## config.mk

```make
export PLATFORM = sky130hd
export DESIGN_NAME = join_scheduler
export DESIGN_NICKNAME = d
export VERILOG_FILES = /design/src/rtl/join_scheduler.sv
export SDC_FILE = /design/constraint.sdc
export NUM_CORES = 1
export LEC_CHECK = 0
export CORE_MARGIN = 3
export CORE_UTILIZATION = 40
export CTS_CLUSTER_DIAMETER = 200
export DETAILED_ROUTE_END_ITERATION = 8
export SETUP_SLACK_MARGIN = 0.1
export SLEW_MARGIN = 15
export SYNTH_ARGS = -nofsm -noshare
export SYNTH_HDL_FRONTEND = slang
export SYNTH_SLANG_ARGS = --single-unit
```

## constraint.sdc

```tcl
create_clock -name clk -period 2.4 [get_ports clk]
set_input_delay 0.48 -clock clk [delete_from_list [all_inputs] [get_ports clk]]
set_output_delay 0.48 -clock clk [all_outputs]
set_load 0.02 [all_outputs]
```

## src/rtl/join_scheduler.sv

```systemverilog
// Fork/join sequencer: launches a masked set of workers, tracks them until
// an ALL/ANY/NONE join condition holds, then reports the completed set and latency.
module join_scheduler #(
  parameter int unsigned N_WORKERS = 4,
  parameter int unsigned CNT_W     = 16
) (
  input  logic                 clk,
  input  logic                 rst_n,
  input  logic                 start_valid,
  output logic                 start_ready,
  input  logic [N_WORKERS-1:0] start_mask,
  input  logic [1:0]           join_mode,
  output logic [N_WORKERS-1:0] work_go,
  input  logic [N_WORKERS-1:0] work_done,
  output logic [N_WORKERS-1:0] busy_mask,
  output logic                 done_valid,
  output logic [N_WORKERS-1:0] done_mask,
  output logic [CNT_W-1:0]     join_cycles,
  output logic                 err
);

  typedef enum logic [1:0] {
    S_IDLE,
    S_LAUNCH,
    S_WAIT,
    S_REPORT
  } state_t;

  localparam logic [1:0] MODE_ALL  = 2'b00;
  localparam logic [1:0] MODE_ANY  = 2'b01;
  localparam logic [1:0] MODE_NONE = 2'b10;
  localparam logic [1:0] MODE_RSVD = 2'b11;

  state_t               state;
  logic [1:0]           mode;
  logic [N_WORKERS-1:0] eff_mask;
  logic [N_WORKERS-1:0] acc_mask;

  logic [N_WORKERS-1:0] done_ok;
  logic [N_WORKERS-1:0] done_bad;
  logic [N_WORKERS-1:0] new_mask;
  logic [N_WORKERS-1:0] acc_next;
  logic                 overlap;
  logic                 join_met;

  // A completion only counts for a worker that is actually running.
  assign done_ok  = work_done & busy_mask;
  assign done_bad = work_done & ~busy_mask;
  assign new_mask = start_mask & ~busy_mask;
  assign overlap  = |(start_mask & busy_mask);
  assign acc_next = acc_mask | (done_ok & eff_mask);
  assign join_met = (mode == MODE_ANY) ? |(done_ok & eff_mask) : (acc_next == eff_mask);

  always_ff @(posedge clk or negedge rst_n) begin
    if (!rst_n) begin
      state       <= S_IDLE;
      mode        <= MODE_ALL;
      eff_mask    <= '0;
      acc_mask    <= '0;
      start_ready <= 1'b1;
      work_go     <= '0;
      busy_mask   <= '0;
      done_valid  <= 1'b0;
      done_mask   <= '0;
      join_cycles <= '0;
      err         <= 1'b0;
    end else begin
      work_go    <= '0;
      done_valid <= 1'b0;
      err        <= |done_bad;
      busy_mask  <= busy_mask & ~work_done;
      case (state)
        S_IDLE: begin
          if (start_valid && start_ready) begin
            state       <= S_LAUNCH;
            start_ready <= 1'b0;
            eff_mask    <= new_mask;
            mode        <= (join_mode == MODE_RSVD) ? MODE_ALL : join_mode;
            acc_mask    <= '0;
            join_cycles <= '0;
            work_go     <= new_mask;
            err         <= (|done_bad) | overlap | (join_mode == MODE_RSVD);
          end
        end
        // Busy bits become visible only after the launch cycle.
        S_LAUNCH: begin
          busy_mask <= (busy_mask & ~work_done) | eff_mask;
          if ((mode == MODE_NONE) || (eff_mask == '0)) begin
            state      <= S_REPORT;
            done_valid <= 1'b1;
          end else begin
            state <= S_WAIT;
          end
        end
        S_WAIT: begin
          acc_mask <= acc_next;
          if (join_cycles != '1) join_cycles <= join_cycles + CNT_W'(1);
          if (join_met) begin
            state      <= S_REPORT;
            done_valid <= 1'b1;
            done_mask  <= acc_next;
          end
        end
        S_REPORT: begin
          state       <= S_IDLE;
          start_ready <= 1'b1;
          done_mask   <= '0;
        end
        default: state <= S_IDLE;
      endcase
    end
  end

endmodule

```

Yosys cells after proc, flatten, opt, wreduce, memory -nomap -nowiden. Cells that the tools add are included.

Reductions and logical operators: 16. Bitwise logic cells: 12. Add/sub/neg operators: 1. Equality and inequality tests: 11. Mux-type cells: 23.

Operator list (count): $mux W16 (2); $pmux W16 S2 (1); $and A4 B4 Y4 (6); $mux W4 (5); $add A16 B1 Y16 const B (1); $ne A16 B16 Y1 const B (1); $pmux W4 S2 (2); $reduce_or A4 Y1 (3); $reduce_and A2 Y1 (5); $eq A2 B2 Y1 const B (4); $not A4 Y4 (2); $or A4 B4 Y4 (2); $pmux W2 S4 (1); $mux W1 (7); $mux W2 (3); $ne A2 B2 Y1 const B (3); $reduce_bool A2 Y1 (3); $eq A2 B1 Y1 const B (2); $eq A4 B4 Y1 (1); $logic_not A4 Y1 (1); $pmux W1 S2 (2); $reduce_and A3 Y1 (1); $logic_not A2 Y1 (1); $or A1 B1 Y1 (2); 2 further kinds (2).

Word-level logic and storage cells: 74. Register bits after elaboration: 43. Input port bits: 13.

Logic depth before layout (Yosys ltp).
Word-level depth: 7. Mapped depth: 8. Gate-level depth less buffers: 7.

Least setup slack after synthesis. Ideal clock, no wire load.

Kind: register -> register. From: register join_cycles[0]. To: register join_cycles[14]. Arrival time: 1.906 ns. Path buffers: 0. Clock period less this slack: 2.025 ns. Path slack: 0.375 ns. Stages on the path, launching flop included: 7. Cells stage by stage: dfrtp_1 > ha_1 > nand3_4 > or2_1 > a311o_1 > o31a_1 > o21a_1.

Longest elaborated chain between the ends: 3. Elaborated cells between the ends (all ways): 6. Those cells by class: add/sub (1); eq/ne (2); mux (2); reduce/logical (1).

Ends and longest elaborated chain: from (decl) (RTL line 18) `output logic [CNT_W-1:0] join_cycles,`; from (signal assigned) (RTL line 97) `if (join_cycles != '1) join_cycles <= join_cycles + CNT_W'(1);`; $add A16 B1 Y16 or $ne A16 B16 Y1 (tied branches) (RTL line 97); $mux W16 or $ne A2 B2 Y1 (tied branches); $pmux W16 S2 or $reduce_and A3 Y1 (tied branches).

Several ways; a longest one is shown, not always the timed one. The select of a mux whose other input is x is not followed. A chain may end at the register's enable or synchronous reset.

Worst setup path after layout.
From: register state[0]. To: register join_cycles[9].

Longest elaborated chain between the ends: 3. Elaborated cells between the ends (all ways): 7. Those cells by class: eq/ne (3); mux (1); reduce/logical (3).

Ends and longest elaborated chain: from (decl) (RTL line 34) `state_t state;`; from (signal assigned) (RTL line 56) `state <= S_IDLE;`; from (signal assigned) (RTL line 75) `state <= S_LAUNCH;`; from (signal assigned) (RTL line 89) `state <= S_REPORT;`; $eq A2 B2 Y1 or $logic_not A2 Y1 (tied branches) (RTL line 72) `case (state)`; $ne A2 B2 Y1 (no line) or $reduce_bool A2 Y1 (tied branches); $reduce_and A3 Y1 (no line).

Several ways; a longest one is shown, not always the timed one.

==> run_results.csv <==
group,metric,value,unit
run_status,status,"finished, final reports clean",
sta,hold_violations,0,
synth,async_flop_share,100.0,%
final_layout,nNetsFinal,298,
sta,drv_slew,0,
route,ant_nets,0,
final_layout,drive_gt1_share,9.253,%
floorplanning,die_y,81.02,um
placement,dpl_cell_area,2799,um2
setup_path,arrival,2.37,ns
synth,yosysMostFrequentCell,"dfrtp_1",
synth,synth-seq-area-share,47.86,%
synth,synth_seq_cells,43,
sta,relSlewSlack,63.06,%
setup_path,worstSetupPathType,"reg -> reg",
floorplanning,row_count,26,
flow_run,maxCapViolations,0,
setup_path,critPathSlowestCell,"or4_1",
cts,hold_buffers,0,
floorplanning,start_util,42.71,%
setup_path,worstPathMaxFanout,10,
synth,syn_area,2251,um2
synth,synth_cell_types,55,
cts,path_clk_slew,0.08,ns
floorplanning,core,5270,um2
sta,setup_viol,0,
synth,syn_inst,227,
placement,place_hpwl,3867,um
route,wirelength,5255,um
synth,synth_edf_count,0,
power_and_ir_drop,pwr_density_cell,1044,nW/um2
power_and_ir_drop,ir_drop,506.6,uV
grt,grt_usage,17.64,%
setup_path,critPathMaxStageDelay,0.50,ns
sta,fin_skew,0.003627,ns
route,top_layer,"met4",
final_layout,antenna_cells,0,
route,vias_per_cell,5.470,
floorplanning,ioPinCount,44,
grt,grt_pass1_vias,1832,
route,firstDrtPassIters,4,
route,wire_per_inst,14.97,um
synth,synth.net_count,245,
sta,fin_crit,2.150,ns
route,drt-met1-wl,2634,um
cts,clkLatencyLatePin,0.29,ns
route,route.met2.wl,2348,um
route,met3_length,198,um
sta,fin_setup_tns,0,ns
setup_path,critPathLaunchType,"flop",
cts,htree_levels,2,
cts,postCtsSetupRepairBufs,0,
setup_path,required,2.62,ns
final_layout,multi_input_area,1096,um2
cts,cts_sinks,43,
cts,cts_resized,0,
setup_path,crit_path_end_kind,"flop",
sta,grt_setup_unrepaired,"false",
final_layout,finalInstanceArea,2884,um2
route,drc,0,
synth,ys_top_cells_by_count,"dfrtp_1 (42), nand2_1 (25), o21ai_0 (17)",
final_layout,num-fill-cells,514,
synth,ys_dominant_reg_cell,"dfrtp_1",
setup_path,path_buf_inv,1,
sta,worst_pin_slew,0.5541,ns
grt,antenna_found_initial,0,
cts,cts_max_path_buffers,2,
cts,numCtsBuffers,5,
synth,synth.largest_area_cell,"dfrtp_1",
final_layout,area_growth,28.13,%
synth,synth.avg_cell_area,9.916,um2
min_path,hp-class,"in -> async",
setup_path,cpLargestDelayFamily,"compound AO/OA/AOI/OAI gates",
setup_path,worstPathCellList,"inv_1 > ha_1 > nand3_1 > a21boi_1 > a21o_1 > or4_1 > a21oi_1",
placement,gp_congestion,0.7740,
grt,grt_max_degree,44,
synth,yosysWarnings,0,
cts,cts_tree,"done",
grt,grt_first_pass_wirelength,8894,um
synth,yosysTopAreaCellShare,46.69,%
route,drt_iter0_drc,122,
placement,io_buffers,43,
floorplanning,die_area,6563,um2
floorplanning,fp.dieW,81.02,um
power_and_ir_drop,p_leak,1.174,nW
sta,fin_crit_sh,89.59,%
sta,fmax,0.4651,GHz
route,route.vias.total,1920,
final_layout,seqCellArea,1077,um2
cts,cts_root_buffer,"clkbuf_8",
grt,grt-ovfl-total,0,
synth,yosys-top-cells-area,"dfrtp_1 (47%), nand2_1 (4.2%), o21ai_0 (3.8%)",
flip-flops by register name (all words and copies together) (netlist names):
| register | count |
|---|---|
| done_mask | 4 |
| work_go | 4 |
| err | 1 |
| busy_mask | 4 |
| done_valid | 1 |
| acc_mask | 4 |
| join_cycles | 16 |
| mode | 2 |
| state | 2 |
| start_ready | 1 |
| eff_mask | 4 |
report_power, final:
part	switching, mW	internal [mW]	total [mW]
clock	0.247	0.203	0.451
combinational	0.756	0.636	1.39
sequential	0.237	0.932	1.17
total	1.24	1.77	3.01
cells in the final DEF, fill, tap and decap left out, types with 3 or more instances in the layout:
master	synthesis	routed
nand2b_1	6	6
nand2_1	25	25
nor3_1	3	3
inv_1	14	14
a22o_1	4	4
clkbuf_8	0	5
nor2_1	7	7
nor3b_1	4	4
ha_1	5	5
o22ai_1	4	4
nand3_1	13	13
a21o_1	5	5
xnor2_1	3	3
mux2i_1	4	4
nor2b_1	5	5
dfrtp_1	42	42
o21ai_0	17	17
a21oi_1	12	12
or3_1	4	4
o31ai_1	3	3
clkdlybuf4s50_1	0	42
buf_4	1	8
layout make-up:
cell class                 count  share of cell area (%)
multi-input combinational    165                   38.00
sequential                    43                   37.35
timing repair buffer          51                   16.83
tap                           70                   3.037
clock buffer                   6                   2.516
inverter                      14                   1.822
clock inverter                 2                  0.4338
worst paths after layout:
path / slack [ns] / from / depth (start not counted) / to
worst min register to register: 0.51 / mode[1] / 2 / mode[1]
worst min-delay path: 0.25 / rst_n / 2 / work_go[1]
worst max register to register: 0.25 / state[0] / 7 / join_cycles[9]
max in group asynchronous: 1.76 / rst_n / 2 / start_ready
min in group clk: 0.51 / mode[1] / 2 / mode[1]
worst max-delay path: 0.25 / state[0] / 7 / join_cycles[9]
logic make-up (layout without fill, tap and decap cells):
family | Yosys count | in the layout | synth area share, %
AOI/OAI and AO/OA | 68 | 68 | 21.18
muxes | 6 | 6 | 2.779
buffers and inverters | 19 | 73 | 3.447
adders and majority gates | 5 | 5 | 2.779
DFF | 43 | 43 | 47.86
xor gates and xnor gates | 3 | 3 | 1.168
and+or+nand+nor | 83 | 83 | 20.79
layer usage:
metal	track usage, %	vias to the layer above
met5	0	-
met4	4.392	0
met3	5.100	9
met2	27.67	34
met1	23.99	927
li1	-	950
metrics by stage:
stage	hold slack, ns	power, mW	util, %	instances	worst slack, ns
final	0.2494	3.012	54.72	351	0.2499
after floorplan	0.1844	2.004	-	227	0.3750
after global placement	0.4890	2.559	53.11	343	0.04973
after CTS	0.2642	3.044	54.72	351	0.2509
after detailed placement	0.4927	2.573	53.11	343	0.02447
after global routing	0.2927	3.255	54.72	351	0.1214
Note: power is estimated with default switching activity, not from simulation.
